===== src/rtl/model_trainer_stream_sequencer_pkg.sv =====
// Shared types and helpers for the trainer stream sequencer.
package model_trainer_stream_pkg;

   typedef enum logic [1:0] {
      IDLE   = 2'd0,
      STREAM = 2'd1,
      DONE   = 2'd2
   } state_t;

   // Width of a channel pointer; never narrower than one bit.
   function automatic int ch_idx_w(input int n);
      return (n > 1) ? $clog2(n) : 1;
   endfunction

endpackage


===== src/rtl/model_trainer_stream_sequencer_if.sv =====
// Control, source and destination signals of the trainer stream sequencer.
interface model_trainer_stream_sequencer_if #(
   parameter int DATA_SIZE   = 64,
   parameter int CHANNELS    = 4,
   parameter int COUNT_WIDTH = 16
);
   logic                            START;
   logic                            ABORT;
   logic                            MODE;
   logic                            READY;
   logic [CHANNELS*COUNT_WIDTH-1:0] SIZE_IN;
   logic [DATA_SIZE-1:0]            DATA_IN;
   logic                            DATA_IN_VALID;
   logic                            DATA_IN_READY;
   logic [DATA_SIZE-1:0]            DATA_OUT;
   logic [CHANNELS-1:0]             ENABLE_OUT;
   logic [COUNT_WIDTH-1:0]          INDEX_OUT;

   modport master (
      output START, ABORT, MODE, SIZE_IN, DATA_IN, DATA_IN_VALID,
      input  READY, DATA_IN_READY, DATA_OUT, ENABLE_OUT, INDEX_OUT
   );

   modport slave (
      input  START, ABORT, MODE, SIZE_IN, DATA_IN, DATA_IN_VALID,
      output READY, DATA_IN_READY, DATA_OUT, ENABLE_OUT, INDEX_OUT
   );
endinterface


===== src/rtl/model_trainer_stream_sequencer_picker.sv =====
// Combinational search for the next channel that still has elements left.
module model_trainer_stream_picker #(
   parameter int CHANNELS = 4,
   parameter int IW       = 2
) (
   input  logic [CHANNELS-1:0] mask,
   input  logic [IW-1:0]       ptr,
   input  logic                mode,
   output logic [IW-1:0]       next,
   output logic                any
);

   localparam logic [IW:0] CH = (IW+1)'(CHANNELS);

   logic [IW:0] cand;
   logic        found;

   // Mode 0 may stay on ptr (offset 0); mode 1 starts one past ptr and
   // only reaches ptr again at offset CHANNELS, after every other channel.
   always_comb begin
      next  = '0;
      found = 1'b0;
      cand  = '0;
      any   = |mask;
      for (int off = 0; off <= CHANNELS; off++) begin
         cand = {1'b0, ptr} + (IW+1)'(off);
         if (cand >= CH) cand = cand - CH;
         if (!found && !(mode && (off == 0)) && mask[cand[IW-1:0]]) begin
            found = 1'b1;
            next  = cand[IW-1:0];
         end
      end
   end

endmodule


===== src/rtl/model_trainer_stream_sequencer.sv =====
// Streams source words to CHANNELS operand channels, sequential or round-robin.
module model_trainer_stream_sequencer
   import model_trainer_stream_pkg::*;
#(
   parameter int DATA_SIZE   = 64,
   parameter int CHANNELS    = 4,
   parameter int COUNT_WIDTH = 16
) (
   input logic                            CLK,
   input logic                            RST,
   model_trainer_stream_sequencer_if.slave bus
);

   localparam int                  IW       = ch_idx_w(CHANNELS);
   localparam logic [CHANNELS-1:0] ONE_HOT0 = CHANNELS'(1);

   state_t state, state_n;

   logic [COUNT_WIDTH-1:0] remaining [CHANNELS];
   logic [COUNT_WIDTH-1:0] index     [CHANNELS];
   logic [IW-1:0]          ptr;
   logic                   mode_r;

   logic [CHANNELS-1:0]    size_nz;
   logic [CHANNELS-1:0]    left_nz;
   logic [IW-1:0]          init_ptr;
   logic [IW-1:0]          next_ptr;
   logic                   init_any;
   logic                   next_any;

   logic                   ready;
   logic                   in_ready;
   logic                   start_go;
   logic                   accept;
   logic                   abort_go;

   logic [DATA_SIZE-1:0]   data_r;
   logic [CHANNELS-1:0]    enable_r;
   logic [COUNT_WIDTH-1:0] index_r;

   // left_nz is the nonempty mask as it will look after the current accept.
   always_comb begin
      size_nz = '0;
      left_nz = '0;
      for (int c = 0; c < CHANNELS; c++) begin
         size_nz[c] = |bus.SIZE_IN[c*COUNT_WIDTH +: COUNT_WIDTH];
         left_nz[c] = (IW'(c) == ptr) ? (remaining[c] > COUNT_WIDTH'(1))
                                      : (remaining[c] != '0);
      end
   end

   model_trainer_stream_picker #(
      .CHANNELS (CHANNELS),
      .IW       (IW)
   ) u_init_pick (
      .mask (size_nz),
      .ptr  (IW'(CHANNELS-1)),
      .mode (1'b1),
      .next (init_ptr),
      .any  (init_any)
   );

   model_trainer_stream_picker #(
      .CHANNELS (CHANNELS),
      .IW       (IW)
   ) u_next_pick (
      .mask (left_nz),
      .ptr  (ptr),
      .mode (mode_r),
      .next (next_ptr),
      .any  (next_any)
   );

   always_ff @(posedge CLK or negedge RST) begin
      if (!RST) state <= IDLE;
      else      state <= state_n;
   end

   always_comb begin
      state_n  = state;
      ready    = 1'b0;
      in_ready = 1'b0;
      start_go = 1'b0;
      accept   = 1'b0;
      abort_go = 1'b0;
      case (state)
         IDLE: begin
            ready = 1'b1;
            if (bus.START) begin
               start_go = 1'b1;
               state_n  = init_any ? STREAM : DONE;
            end
         end
         STREAM: begin
            if (bus.ABORT) begin
               abort_go = 1'b1;
               state_n  = IDLE;
            end else begin
               in_ready = 1'b1;
               if (bus.DATA_IN_VALID) begin
                  accept = 1'b1;
                  if (!next_any) state_n = DONE;
               end
            end
         end
         DONE:    state_n = IDLE;
         default: state_n = IDLE;
      endcase
   end

   assign bus.READY         = ready;
   assign bus.DATA_IN_READY = in_ready;
   assign bus.DATA_OUT      = data_r;
   assign bus.ENABLE_OUT    = enable_r;
   assign bus.INDEX_OUT     = index_r;

   // ---- output register stage: strobe follows its accept by one cycle ----
   always_ff @(posedge CLK or negedge RST) begin
      if (!RST) begin
         for (int c = 0; c < CHANNELS; c++) begin
            remaining[c] <= '0;
            index[c]     <= '0;
         end
         ptr      <= '0;
         mode_r   <= 1'b0;
         data_r   <= '0;
         enable_r <= '0;
         index_r  <= '0;
      end else begin
         enable_r <= '0;
         if (start_go) begin
            for (int c = 0; c < CHANNELS; c++) begin
               remaining[c] <= bus.SIZE_IN[c*COUNT_WIDTH +: COUNT_WIDTH];
               index[c]     <= '0;
            end
            ptr    <= init_ptr;
            mode_r <= bus.MODE;
         end
         if (abort_go) begin
            for (int c = 0; c < CHANNELS; c++) remaining[c] <= '0;
         end
         if (accept) begin
            data_r         <= bus.DATA_IN;
            enable_r       <= ONE_HOT0 << ptr;
            index_r        <= index[ptr];
            remaining[ptr] <= remaining[ptr] - COUNT_WIDTH'(1);
            index[ptr]     <= index[ptr] + COUNT_WIDTH'(1);
            ptr            <= next_ptr;
         end
      end
   end

endmodule


===== src/flat_wrapper.sv =====
// flat-port wrapper written by rule: the top's interface ports become plain ports
module model_trainer_stream_sequencer_flat import model_trainer_stream_pkg::*;
#(
   parameter int DATA_SIZE   = 64,
   parameter int CHANNELS    = 4,
   parameter int COUNT_WIDTH = 16
)
  (CLK, RST, bus_START, bus_ABORT, bus_MODE, bus_SIZE_IN, bus_DATA_IN, bus_DATA_IN_VALID, bus_READY, bus_DATA_IN_READY, bus_DATA_OUT, bus_ENABLE_OUT, bus_INDEX_OUT);
  model_trainer_stream_sequencer_if #(.DATA_SIZE(DATA_SIZE), .CHANNELS(CHANNELS), .COUNT_WIDTH(COUNT_WIDTH)) bus_i ();
  input logic CLK;
  input logic RST;
  input wire logic [$bits(bus_i.START)-1:0] bus_START;
  input wire logic [$bits(bus_i.ABORT)-1:0] bus_ABORT;
  input wire logic [$bits(bus_i.MODE)-1:0] bus_MODE;
  input wire logic [$bits(bus_i.SIZE_IN)-1:0] bus_SIZE_IN;
  input wire logic [$bits(bus_i.DATA_IN)-1:0] bus_DATA_IN;
  input wire logic [$bits(bus_i.DATA_IN_VALID)-1:0] bus_DATA_IN_VALID;
  output wire logic [$bits(bus_i.READY)-1:0] bus_READY;
  output wire logic [$bits(bus_i.DATA_IN_READY)-1:0] bus_DATA_IN_READY;
  output wire logic [$bits(bus_i.DATA_OUT)-1:0] bus_DATA_OUT;
  output wire logic [$bits(bus_i.ENABLE_OUT)-1:0] bus_ENABLE_OUT;
  output wire logic [$bits(bus_i.INDEX_OUT)-1:0] bus_INDEX_OUT;
  assign bus_i.START = bus_START;
  assign bus_i.ABORT = bus_ABORT;
  assign bus_i.MODE = bus_MODE;
  assign bus_i.SIZE_IN = bus_SIZE_IN;
  assign bus_i.DATA_IN = bus_DATA_IN;
  assign bus_i.DATA_IN_VALID = bus_DATA_IN_VALID;
  assign bus_READY = bus_i.READY;
  assign bus_DATA_IN_READY = bus_i.DATA_IN_READY;
  assign bus_DATA_OUT = bus_i.DATA_OUT;
  assign bus_ENABLE_OUT = bus_i.ENABLE_OUT;
  assign bus_INDEX_OUT = bus_i.INDEX_OUT;
  model_trainer_stream_sequencer #(.DATA_SIZE(DATA_SIZE), .CHANNELS(CHANNELS), .COUNT_WIDTH(COUNT_WIDTH)) u_core (.CLK(CLK), .RST(RST), .bus(bus_i));
endmodule

===== config.mk =====
export PLATFORM = sky130hd
export DESIGN_NAME = model_trainer_stream_sequencer_flat
export DESIGN_NICKNAME = d
export VERILOG_FILES = /design/src/rtl/model_trainer_stream_sequencer_pkg.sv /design/src/rtl/model_trainer_stream_sequencer_if.sv /design/src/rtl/model_trainer_stream_sequencer_picker.sv /design/src/rtl/model_trainer_stream_sequencer.sv /design/src/flat_wrapper.sv
export SDC_FILE = /design/constraint.sdc
export NUM_CORES = 1
export LEC_CHECK = 0
export ABC_AREA = 0
export ABC_CLOCK_PERIOD_IN_PS = 3300
export CAP_MARGIN = 20
export CELL_PAD_IN_SITES_DETAIL_PLACEMENT = 1
export CELL_PAD_IN_SITES_GLOBAL_PLACEMENT = 1
export CORE_MARGIN = 2
export CORE_UTILIZATION = 39
export DETAILED_ROUTE_END_ITERATION = 16
export PLACE_DENSITY_LB_ADDON = 0.1
export SYNTH_ARGS = -nofsm -noshare
export SYNTH_HDL_FRONTEND = slang
export SYNTH_SLANG_ARGS = --single-unit

===== constraint.sdc =====
create_clock -name CLK -period 3.3 [get_ports CLK]
set_input_delay 0.495 -clock CLK [delete_from_list [all_inputs] [get_ports CLK]]
set_output_delay 0.495 -clock CLK [all_outputs]
set_load 0.02 [all_outputs]

Word-level counts from Yosys, hierarchy flattened
Index checks and enable logic that the tools add are counted.

storage, ports and cells
  bits in registers = 217
  bits of input ports = 134
  logic and storage cells = 149

cells by class
  $add $sub $neg = 11
  magnitude comparators = 16
  equal/unequal tests = 7
  shift-type cells = 1
  multiplexer cells = 68
  bitwise operators = 1
  reductions and logical operators = 31

operator list
  cell                                                             number
  two-way mux 64 bit                                               5
  bitwise mux 64 bit                                               2
  two-way mux 16 bit                                               5
  binary-select mux 16 bit (select 2 bit)                          2
  greater-than comparator 16 x 1 -> 1 bit (second input constant)  4
  nonzero test 16 bit                                              4
  OR reduction 16 bit                                              4
  OR reduction 64 bit                                              1
  two-way mux 2 bit                                                19
  demux 16 bit (select 2 bit)                                      1
  two-way mux 1 bit                                                27
  adder 16 x 1 -> 16 bit (second input constant)                   1
  subtractor 16 x 1 -> 16 bit (second input constant)              1
  >= comparator 3 bit (second input constant)                      5
  < comparator 2 x 3 -> 1 bit (second input constant)              5
  binary-select mux 1 bit (select 2 bit)                           5
  subtractor 2 x 1 -> 2 bit (second input constant)                5
  logical AND 1 bit                                                9
  zero test 1 bit                                                  8
  adder 2 x 2 -> 3 bit (second input constant)                     2
  != test 3 bit (second input constant)                            2
  == test 2 bit (first input constant)                             2
  zero test 2 bit                                                  2
  two-way mux 4 bit                                                1
  13 further kinds                                                 13

Depth between registers and ports, before layout
Gate-level depths: netlist of the first run.

  word-level depth = 19
  depth in mapped cells = 12
  gate-level depth less buffers = 10

Cells and area by module
A second synthesis of the first run with hierarchy kept.

second synthesis, totals
  cells, all modules = 1122
  area total of the unflattened synthesis = 11068.1 sq um

modules (own cells, without submodules)
  module                          times used  cells each  area an instance (sq um)
  model_trainer_stream_sequencer  1           1034        10405.0
  model_trainer_stream_picker     2           44          331.6

Worst setup path before layout of the first run
OpenSTA, ideal clock, no wires.

  path type = register -> register
  start point = register u_core.ptr[0]
  end point = register u_core.ptr[1]
  setup time = 125 ps
  arrival time = 2888 ps
  data required time = 3175 ps
  slack = 288 ps
  stages on the path, launching flop included = 10
  buffers on the path = 3
  period minus slack after synthesis = 3012 ps
  cells stage by stage = dfrtp_1 > buf_6 > buf_2 > clkinv_1 > ha_1 > buf_1 > mux4_2 > o31ai_1 > and2_1 > mux2_2

on the way
  cells in the longest elaborated chain, start to end = 19
  elaborated cells on any way between the ends = 56
  those cells by class = add/sub: 9; order compare: 5; eq/ne: 3; mux: 29; reduce/logical: 10

ends and longest elaborated chain
  element                                                        line                                         source
  from (decl)                                                    model_trainer_stream_sequencer.sv:21         logic [IW-1:0] ptr;
  from (signal assigned)                                         model_trainer_stream_sequencer.sv:136        ptr <= init_ptr;
  from (signal assigned)                                         model_trainer_stream_sequencer.sv:148        ptr <= next_ptr;
  branches (longest 17 deep; another with adder 2 x 1 -> 3 bit)  --
  two-way mux 2 bit *                                            model_trainer_stream_sequencer_picker.sv:28  if (!found && !(mode && (off == 0)) && mask[cand[IW-1:0]]) begin
  two-way mux 2 bit *                                            model_trainer_stream_sequencer.sv:142        if (accept) begin

Mark *: on every way between the ends. The select of a mux whose other input is x is not followed.
A chain may end at the register's enable or synchronous reset.

Final worst setup path of the first run
  start point = register u_core.ptr[0]
  end point = register u_core.remaining[47] (netlist name)

on the way
  cells in the longest elaborated chain, start to end = 7
  elaborated cells on any way between the ends = 12
  those cells by class = add/sub: 1; order compare: 2; mux: 7; bitwise: 1; reduce/logical: 1

ends and longest elaborated chain
  element                                                                               line                                   source
  NOT 2 -> 3 bit (implied by the code) *                                                model_trainer_stream_sequencer.sv:146  remaining[ptr] <= remaining[ptr] - COUNT_WIDTH'(1);
  binary-select mux 16 bit (select 2 bit) (tied with other cells)                       model_trainer_stream_sequencer.sv:146
  two-way mux 16 bit (implied by the code) / logical AND 1 bit (equally long branches)  model_trainer_stream_sequencer.sv:146
  two-way mux 16 bit (implied by the code)                                              model_trainer_stream_sequencer.sv:146
  subtractor 16 x 1 -> 16 bit / demux 16 bit (select 2 bit) (equally long branches)     model_trainer_stream_sequencer.sv:146
  bitwise mux 64 bit *                                                                  model_trainer_stream_sequencer.sv:146
  two-way mux 64 bit *                                                                  model_trainer_stream_sequencer.sv:142
  to (signal, indexed assignment)                                                       model_trainer_stream_sequencer.sv:133  remaining[c] <= bus.SIZE_IN[c*COUNT_WIDTH +: COUNT_WIDTH];
  to (signal, indexed assignment)                                                       model_trainer_stream_sequencer.sv:146
  to (decl)                                                                             model_trainer_stream_sequencer.sv:19   logic [COUNT_WIDTH-1:0] remaining [CHANNELS];

Mark *: on every way between the ends. The rest lies on a longest branch, timed or not. The select of a mux whose other input is x is not followed.

==> impl_metrics.json, run 1 <==
{
  "outcome": "complete, no violations",
  "regToRegEndpoint": "u_core.remaining[47]$_DFF_PN0_",
  "critPathKind": "reg -> reg",
  "clk_latency_ns": 0.53,
  "worstPathRequired_ns": 3.67,
  "powerDensity_mw_per_mm2": 661.2,
  "worstSetupStartpointType": "register",
  "fin_crit_ns": 3.000,
  "cts_root_buf": "clkbuf_16",
  "synth_nets": 1311,
  "synth_cell_types": 53,
  "swShare_pct": 34.79,
  "worst_pin_slew_ns": 0.8987,
  "synth_top_area_share_pct": 51.02,
  "power_frac_clock_pct": 30.0,
  "max_cap_violations": 0,
  "netlist_area_sq_mm": 0.01064,
  "fillers": 3063,
  "synthCells": 1171,
  "yosys_warnings": 0,
  "ys.flop_type": "dfrtp_1",
  "arrival_ns": 3.37,
  "end_kind": "register",
  "slew_viol_final": 0,
  "hp-class": "reg -> reg",
  "p_int_w": 0.006098,
  "overflow": 0,
  "crit_path_max_fanout": 15,
  "power_switching_w": 0.003253,
  "core_area_sq_mm": 0.02688,
  "avgSynthCellArea_sq_um": 9.089,
  "wl_per_cell_um": 20.26,
  "drive_gt1_share_pct": 8.147,
  "die-width_um": 169.2,
  "ys_ff_latch": 217,
  "grt_antenna_before_repair": 0,
  "h-tree-depth": 1,
  "ioPinCount": 220,
  "synth_top_cells_by_area": "dfrtp_1, nand2_1, mux4_2",
  "setup_slack_ns": 0.3005,
  "rr_worst_depth": 7,
  "crit_end": "u_core.remaining[47]$_DFF_PN0_",
  "grt_pass1_wl_um": 55860,
  "dp_hpwl_um": 24250,
  "rows": 60,
  "rsz0062_at_grt": "no",
  "cts_setup_buffers": 0,
  "initial_core_util_pct": 39.60,
  "critPathLaunch": "u_core.ptr[0]$_DFFE_PN0P_",
  "vdd_drop_max_mv": 0.4496,
  "grt_pass1_vias": 10200,
  "die-area_sq_mm": 0.02863,
  "ys_seq_area_share_pct": 51.02,
  "routed_wl_um": 35010,
  "pwr-share-seq_pct": 36.8,
  "async_reset_ff_share_pct": 100.0,
  "reg2reg_from": "u_core.ptr[0]$_DFFE_PN0P_",
  "share_comb_of_total_power_pct": 33.2,
  "cts_sinks": 217,
  "num_antenna_cells": 0,
  "grt_max_degree": 83,
  "die_y_um": 169.2,
  "grt_use_total_pct": 24.56,
  "place_ws_ns": 0.2759,
  "finalWeightedCongestion": 0.9196,
  "io_buffers": 219,
  "ant_nets": 0,
  "drc": 0,
  "clk_pin_slew_ns": 0.06,
  "cts.path.max_buffers": 3,
  "synth_largest_area_cell": "dfrtp_1",
  "finalSetupViolations": 0,
  "cts_buffers": 25,
  "r2r_slack_ns": 0.30,
  "viasPerCell": 5.523,
  "leakage_nw": 6.462,
  "fin_nets": 1510,
  "relSlewSlack_pct": 40.09,
  "final.period_utilization_pct": 90.90,
  "synth-edff-count": 0,
  "clock_skew_ns": 0.01568,
  "firstDrtPassIters": 5,
  "max_freq_mhz": 333.4,
  "finalSetupTns_ns": 0,
  "cts_tree": "done",
  "detail_route.iter0.violations": 709,
  "via_count": 9544,
  "area_delta_synth_final_pct": 32.88,
  "finalHoldViolations": 0
}
timing repair:
item,CTS,global route
hold buffers,1,0
hold endpoints to repair,10,0
gates resized for setup,0,1
endpoints found under the setup margin,0,1
cells by family (layout without fill, tap and decap cells):
kind of cell             count (synthesis)  count (layout)  share of synthesized area, %
AO/OA/AOI/OAI                          160             160                         8.312
AND/OR/NAND/NOR                        610             610                         24.92
multiplexers                            57              57                         9.335
adder cells (fa/ha/maj)                  6               6                        0.7054
buffers and inverters                   93             309                         3.398
XOR/XNOR                                28              28                         2.304
flip-flops                             217             217                         51.02
metal layers:
metal  vias to the layer above  wire length [um]  GRT usage [%]
li1                       4423                 -              -
met1                      4732             15840          33.81
met2                       333             15950          39.49
met3                        56              2395          5.224
met4                         0               824          6.875
met5                         -                 0              0
worst max-delay path: stages (launching register included):
cell and delay (ns):
dfrtp_2 0.65, mux4_1 0.67, or4_4 0.60, nor4_4 0.17, nand2b_1 0.11, nor4_2 0.28
xnor2_1 0.25, o22ai_1 0.13
per-stage QoR:
| step | hold WS, ns | area [sq um] | std cells | utilization (%) | power, W |
|---|---|---|---|---|---|
| after global placement | 0.4555 | 13300 | 1683 | 49.50 | 0.006466 |
| after CTS | 0.4759 | 14140 | 1728 | 52.62 | 0.009414 |
| after detailed placement | 0.4610 | 13300 | 1683 | 49.50 | 0.006558 |
| after global routing | 0.5003 | 14140 | 1728 | 52.62 | 0.009866 |
| final | 0.4678 | 14140 | 1728 | 52.62 | 0.009351 |
| after floorplan | 0.1994 | 10640 | 1171 | - | 0.005162 |
sequential cells by signal, indices dropped and copies added, names as in the netlist:
signal	cells
u_core.index	64
u_core.bus.ENABLE_OUT	4
u_core.bus.INDEX_OUT	16
u_core.mode_r	1
u_core.remaining	64
u_core.bus.DATA_OUT	64
u_core.ptr	2
u_core.state	2
synth_stat cells, drive strengths merged (3+ instances only):
library cell and instances:
or4 4, o21ai 116, and3 8, nor3 10, nand3b 3, xnor2 10
ha 6, nor4 27, o22ai 20, dfrtp 217, clkbuf 61, nand4 4
inv 13, a21oi 9, nand3 121, xor2 18, buf 17, mux4 32
nand2 399, and2 5, mux2i 22, nor2 18, mux2 3
power groups by stage:
stage | registers, W | logic [W] | clock network, W
after floorplan | 0.00362 | 0.00155 | 0
after global placement | 0.00345 | 0.00302 | 0
after detailed placement | 0.00347 | 0.00308 | 0
after CTS | 0.00343 | 0.00311 | 0.00287
after global routing | 0.00349 | 0.00339 | 0.00299
final | 0.00344 | 0.00310 | 0.00280
layout by cell type, fill, tap and decap left out, types with 4 or more instances in the layout:
| cell type | instances |
|---|---|
| nand2_1 | 393 |
| clkdlybuf4s50_1 | 218 |
| dfrtp_1 | 216 |
| nand3_1 | 121 |
| o21ai_0 | 115 |
| mux4_2 | 27 |
| nor4_1 | 25 |
| clkbuf_16 | 25 |
| buf_4 | 23 |
| mux2i_1 | 22 |
| o22ai_1 | 20 |
| nor2_1 | 18 |
| xor2_1 | 18 |
| inv_1 | 13 |
| xnor2_1 | 10 |
| nor3_1 | 10 |
| a21oi_1 | 9 |
| and3_1 | 8 |
| clkbuf_8 | 7 |
| buf_12 | 7 |
| ha_1 | 6 |
| clkbuf_1 | 6 |
| mux4_1 | 5 |
| nand2_2 | 4 |
| nand4_1 | 4 |
worst min path at each step:
stage                                             start                                  end  slack, ns  depth (start not counted)
CTS                  u_core.bus.DATA_OUT[8]$_DFFE_PN0P_   u_core.bus.DATA_OUT[8]$_DFFE_PN0P_       0.48                          2
global route        u_core.bus.INDEX_OUT[5]$_DFFE_PN0P_  u_core.bus.INDEX_OUT[5]$_DFFE_PN0P_       0.50                          2
detailed placement   u_core.bus.DATA_OUT[8]$_DFFE_PN0P_   u_core.bus.DATA_OUT[8]$_DFFE_PN0P_       0.46                          2
finish              u_core.bus.DATA_OUT[21]$_DFFE_PN0P_  u_core.bus.DATA_OUT[21]$_DFFE_PN0P_       0.47                          2
global placement    u_core.bus.DATA_OUT[30]$_DFFE_PN0P_  u_core.bus.DATA_OUT[30]$_DFFE_PN0P_       0.46                          2
floorplan                                           RST   u_core.bus.DATA_OUT[0]$_DFFE_PN0P_       0.20                          0
cell type report:
type | instances | area [sq um] | area share [%]
Sequential cell | 217 | 5431 | 38.41
Multi-Input combinational cell | 861 | 4880 | 34.50
Timing Repair Buffer | 250 | 2520 | 17.82
Clock buffer | 38 | 744.5 | 5.264
Tap cell | 341 | 426.7 | 3.017
Clock inverter | 6 | 83.83 | 0.5928
Inverter | 15 | 56.30 | 0.3981
Power figures use the tool's default switching activity.
==> inputs of run 2 (changes only) <==
--- a/config.mk
+++ b/config.mk
@@ -12,6 +12,7 @@
 export CELL_PAD_IN_SITES_GLOBAL_PLACEMENT = 1
 export CORE_MARGIN = 2
 export CORE_UTILIZATION = 39
+export CTS_CLUSTER_DIAMETER = 40
 export DETAILED_ROUTE_END_ITERATION = 16
 export PLACE_DENSITY_LB_ADDON = 0.1
 export SYNTH_ARGS = -nofsm -noshare
==> impl_metrics.json, run 2 (synthesis results as in run 1) <==
{
  "die-area_sq_mm": 0.02863,
  "grt_use_total_pct": 25.50,
  "viasPerCell": 5.525,
  "leakage_nw": 6.726,
  "drive_gt1_share_pct": 10.18,
  "wl_per_cell_um": 20.44,
  "vdd_drop_max_mv": 0.4470,
  "cts.path.max_buffers": 3,
  "mostFrequentLayoutCells": "nand2_1, clkdlybuf4s50_1, dfrtp_1",
  "end_kind": "register",
  "finalWeightedCongestion": 0.9196,
  "num_antenna_cells": 0,
  "die_y_um": 169.2,
  "grt_max_degree": 83,
  "place_area_sq_mm": 0.01330,
  "dp_hpwl_um": 24250,
  "ctsHoldBuffers": 0,
  "firstDrtPassIters": 4,
  "h-tree-depth": 2,
  "powerDensity_mw_per_mm2": 736.9,
  "io_buffers": 219,
  "r2r_slack_ns": 0.24,
  "cts_buffers": 39,
  "fin_nets": 1523,
  "worstPathRequired_ns": 3.66,
  "final_core_util_pct": 54.69,
  "slew_viol_final": 0,
  "finalSetupTns_ns": 0,
  "die-width_um": 169.2,
  "overflow": 0,
  "critPathKind": "reg -> reg",
  "detail_route.iter0.violations": 559,
  "initial_core_util_pct": 39.60,
  "core_area_sq_mm": 0.02688,
  "final.period_utilization_pct": 92.82,
  "area_delta_synth_final_pct": 38.11,
  "rsz0062_at_grt": "no",
  "routed_wl_um": 35870,
  "grt_pass1_wl_um": 57730,
  "clk_pin_slew_ns": 0.05,
  "relSlewSlack_pct": 40.14,
  "rows": 60,
  "fin_crit_ns": 3.063,
  "final_common_cell": "nand2_1",
  "grt_pass1_vias": 10440,
  "finalSetupViolations": 0,
  "layout.area.seq_sq_mm": 0.005431,
  "violations": "hold timing",
  "multi_input_comb_area_sq_mm": 0.004880,
  "hp-class": "in -> async",
  "fillers": 3014,
  "ant_nets": 0,
  "drc": 0,
  "worstSetupStartpointType": "register",
  "max_cap_violations": 0,
  "clk_latency_ns": 0.52,
  "crit_path_max_fanout": 15,
  "via_count": 9696,
  "grt_antenna_before_repair": 0,
  "hold-worst-slack_ns": -0.05775,
  "cts_root_buf": "clkbuf_16",
  "cts_sinks": 217,
  "finalHoldViolations": 18,
  "clock_skew_ns": 0.01417,
  "outcome": "finished, violations left",
  "ioPinCount": 220,
  "cts_tree": "done",
  "final_area_sq_mm": 0.01470,
  "max_freq_mhz": 326.5,
  "arrival_ns": 3.43,
  "worst_pin_slew_ns": 0.8979
}
run 2: cell count changes in the layout (fill, tap and decap cells not counted):
| cell | before | now |
|---|---|---|
| inv_6 | 1 | 5 |
| clkinv_8 | 0 | 1 |
| clkinv_4 | 0 | 1 |
| clkbuf_8 | 7 | 5 |
| dlygate4sd3_1 | 1 | 0 |
| clkbuf_16 | 25 | 40 |
| clkinvlp_4 | 0 | 4 |
| bufinv_16 | 2 | 6 |
| clkinv_2 | 3 | 7 |
| clkbuf_1 | 6 | 3 |
run 2: where the power goes:
group | switching (W) | internal (W)
registers | 0.000365 | 0.00309
logic | 0.00180 | 0.00131
clock network | 0.00145 | 0.00282
run 2: path summary, 6_finish.rpt:
check / start / depth (start not counted) / to
worst max-delay path: u_core.ptr[0]$_DFFE_PN0P_ / 7 / u_core.remaining[47]$_DFF_PN0_
worst min-delay path: RST / 1 / u_core.bus.DATA_OUT[61]$_DFFE_PN0P_
worst max register to register: u_core.ptr[0]$_DFFE_PN0P_ / 7 / u_core.remaining[47]$_DFF_PN0_
worst min register to register: u_core.bus.DATA_OUT[21]$_DFFE_PN0P_ / 2 / u_core.bus.DATA_OUT[21]$_DFFE_PN0P_
max in group asynchronous: RST / 2 / u_core.index[42]$_DFF_PN0_
min in group CLK: u_core.bus.DATA_OUT[21]$_DFFE_PN0P_ / 2 / u_core.bus.DATA_OUT[21]$_DFFE_PN0P_
run 2: repair_timing:
item | 4_1_cts | 5_1_grt
setup buffers | 0 | 0
gates resized for setup | 0 | 1
setup endpoints to repair | 0 | 2
run 2: per-layer routing:
layer	up-vias	track usage (%)	wire length, um
met5	-	0	0
met4	0	8.547	1015
met3	68	5.760	2497
met2	335	40.82	16510
met1	4831	34.43	15850
li1	4462	-	-
run 2: final cells by class:
class,count,area share (%)
clock buffers,48,7.354
clock inverters,24,2.137
inverters,15,0.3830
multi-input cells,861,33.20
flip-flops and latches,217,36.95
well taps,341,2.903
repair buffers,249,17.08
run 2: metrics by stage:
step	setup WS, ns	power, W	hold WS (ns)	instances
6_report	0.2371	0.01083	-0.05775	1755
5_1_grt	0.08943	0.01137	0.001821	1755
4_1_cts	0.2346	0.01090	0.008909	1755
3_5_place_dp	0.2759	0.006558	0.4610	1683
3_3_place_gp	0.3386	0.006466	0.4555	1683
2_1_floorplan	0.2877	0.005162	0.1994	1171
run 2: critical path: stages (launching register included):
cell and delay [ns]:
dfrtp_2 0.66, mux4_1 0.73, or4_4 0.59, nor4_4 0.17
nand2b_1 0.11, nor4_2 0.28, xnor2_1 0.24, o22ai_1 0.14
==> inputs of run 3 (changes only) <==
--- a/config.mk
+++ b/config.mk
@@ -10,11 +10,11 @@
 export CAP_MARGIN = 20
 export CELL_PAD_IN_SITES_DETAIL_PLACEMENT = 1
 export CELL_PAD_IN_SITES_GLOBAL_PLACEMENT = 1
-export CORE_MARGIN = 2
 export CORE_UTILIZATION = 39
 export CTS_CLUSTER_DIAMETER = 40
 export DETAILED_ROUTE_END_ITERATION = 16
 export PLACE_DENSITY_LB_ADDON = 0.1
+export SETUP_SLACK_MARGIN = 0.2
 export SYNTH_ARGS = -nofsm -noshare
 export SYNTH_HDL_FRONTEND = slang
 export SYNTH_SLANG_ARGS = --single-unit
==> impl_metrics.json, run 3 (synthesis results as in run 1) <==
{
  "end_kind": "register",
  "finalWeightedCongestion": 0.9335,
  "die-width_um": 167.2,
  "rsz0062_at_grt": "no",
  "cts_tree": "done",
  "final_common_cell": "nand2_1",
  "drc": 0,
  "cts_setup_buffers": 0,
  "dp_hpwl_um": 24010,
  "clock_skew_ns": 0.02174,
  "num_antenna_cells": 0,
  "cp_cell_sequence": "nor4_1 -> nand3_1 -> or3_1 -> a32o_1 -> a21o_1 -> o31ai_1 -> and2_1 -> mux2_2",
  "initial_core_util_pct": 39.60,
  "die-area_sq_mm": 0.02795,
  "clk_latency_ns": 0.52,
  "grt_antenna_before_repair": 0,
  "h-tree-depth": 2,
  "clk_pin_slew_ns": 0.05,
  "vdd_drop_max_mv": 0.3242,
  "leakage_nw": 6.659,
  "r2r_slack_ns": 0.35,
  "grt_max_degree": 95,
  "crit_path_max_fanout": 6,
  "slew_viol_final": 0,
  "cts_root_buf": "clkbuf_16",
  "hold-worst-slack_ns": -0.01123,
  "slowest_delay_ns": 0.49,
  "grt_pass1_wl_um": 57480,
  "mostFrequentLayoutCells": "nand2_1, clkdlybuf4s50_1, dfrtp_1",
  "hp-class": "in -> async",
  "worst_pin_slew_ns": 0.7919,
  "wl_per_cell_um": 20.13,
  "final_core_util_pct": 54.16,
  "arrival_ns": 3.36,
  "via_count": 9770,
  "finalSetupViolations": 0,
  "finalHoldViolations": 5,
  "area_delta_synth_final_pct": 36.77,
  "die_y_um": 167.2,
  "max_cap_violations": 0,
  "fin_nets": 1524,
  "cpMaxStageDelayCell": "nor4_1",
  "firstDrtPassIters": 5,
  "cts_sinks": 217,
  "critPathKind": "reg -> reg",
  "drive_gt1_share_pct": 9.908,
  "grt_use_total_pct": 25.96,
  "worstPathRequired_ns": 3.70,
  "ioPinCount": 220,
  "detail_route.iter0.violations": 677,
  "fin_crit_ns": 2.952,
  "cts.path.max_buffers": 3,
  "overflow": 0,
  "io_buffers": 219,
  "rows": 60,
  "routed_wl_um": 35310,
  "final.period_utilization_pct": 89.45,
  "grt_pass1_vias": 10300,
  "core_area_sq_mm": 0.02688,
  "violations": "hold timing",
  "powerDensity_mw_per_mm2": 714.3,
  "ant_nets": 0,
  "relSlewSlack_pct": 47.20,
  "outcome": "finished, violations left",
  "finalSetupTns_ns": 0,
  "viasPerCell": 5.570,
  "max_freq_mhz": 338.8,
  "path_buf_inv": 0,
  "worstSetupStartpointType": "register",
  "cts_buffers": 39,
  "critPathTopFamily": "simple AND/OR/NAND/NOR gates"
}
[run 3: layout make-up]
cell class / count / area [sq um]
clock buffers: 53 / 1140
clock inverters: 17 / 141.4
fillers: 3049 / 12320
inverters: 15 / 56.30
multi-input cells: 861 / 4875
flip-flops and latches: 217 / 5434
well taps: 341 / 426.7
repair buffers: 250 / 2484
[run 3: metrics by stage]
| stage | total power (W) | setup WS [ns] | cell area [sq um] | instances |
|---|---|---|---|---|
| after floorplan | 0.005162 | 0.2877 | 10640 | 1171 |
| after global placement | 0.006438 | 0.3553 | 13270 | 1684 |
| after detailed placement | 0.006514 | 0.2884 | 13270 | 1684 |
| after CTS | 0.01046 | 0.2355 | 14550 | 1754 |
| after global routing | 0.01090 | 0.2251 | 14560 | 1754 |
| final | 0.01040 | 0.3483 | 14560 | 1754 |
[run 3: timing repair]
action / in CTS / in global routing
hold buffers: 0 / 0
setup endpoints to repair: 0 / 32
gates resized for setup: 0 / 4
[run 3: worst paths after layout]
path	end	depth (start not counted)	startpoint
max in group asynchronous	u_core.remaining[17]$_DFF_PN0_	2	RST
min reg2reg	u_core.bus.DATA_OUT[17]$_DFFE_PN0P_	2	u_core.bus.DATA_OUT[17]$_DFFE_PN0P_
max reg2reg	u_core.ptr[1]$_DFFE_PN0P_	8	u_core.remaining[31]$_DFF_PN0_
min in group CLK	u_core.bus.DATA_OUT[17]$_DFFE_PN0P_	2	u_core.bus.DATA_OUT[17]$_DFFE_PN0P_
min	u_core.bus.DATA_OUT[8]$_DFFE_PN0P_	1	RST
max	u_core.ptr[1]$_DFFE_PN0P_	8	u_core.remaining[31]$_DFF_PN0_
[run 3: metal layers]
metal | global-route usage [%] | wire, um | up-vias
li1 | - | - | 4467
met1 | 35.96 | 15930 | 4910
met2 | 40.77 | 16010 | 333
met3 | 5.483 | 2468 | 60
met4 | 8.257 | 903 | 0
met5 | 0 | 0 | -
[run 3: power by group]
group          internal (W)  total, W  switching [W]
clock network       0.00250   0.00388        0.00138
registers           0.00309   0.00345       0.000361
logic               0.00131   0.00307        0.00176
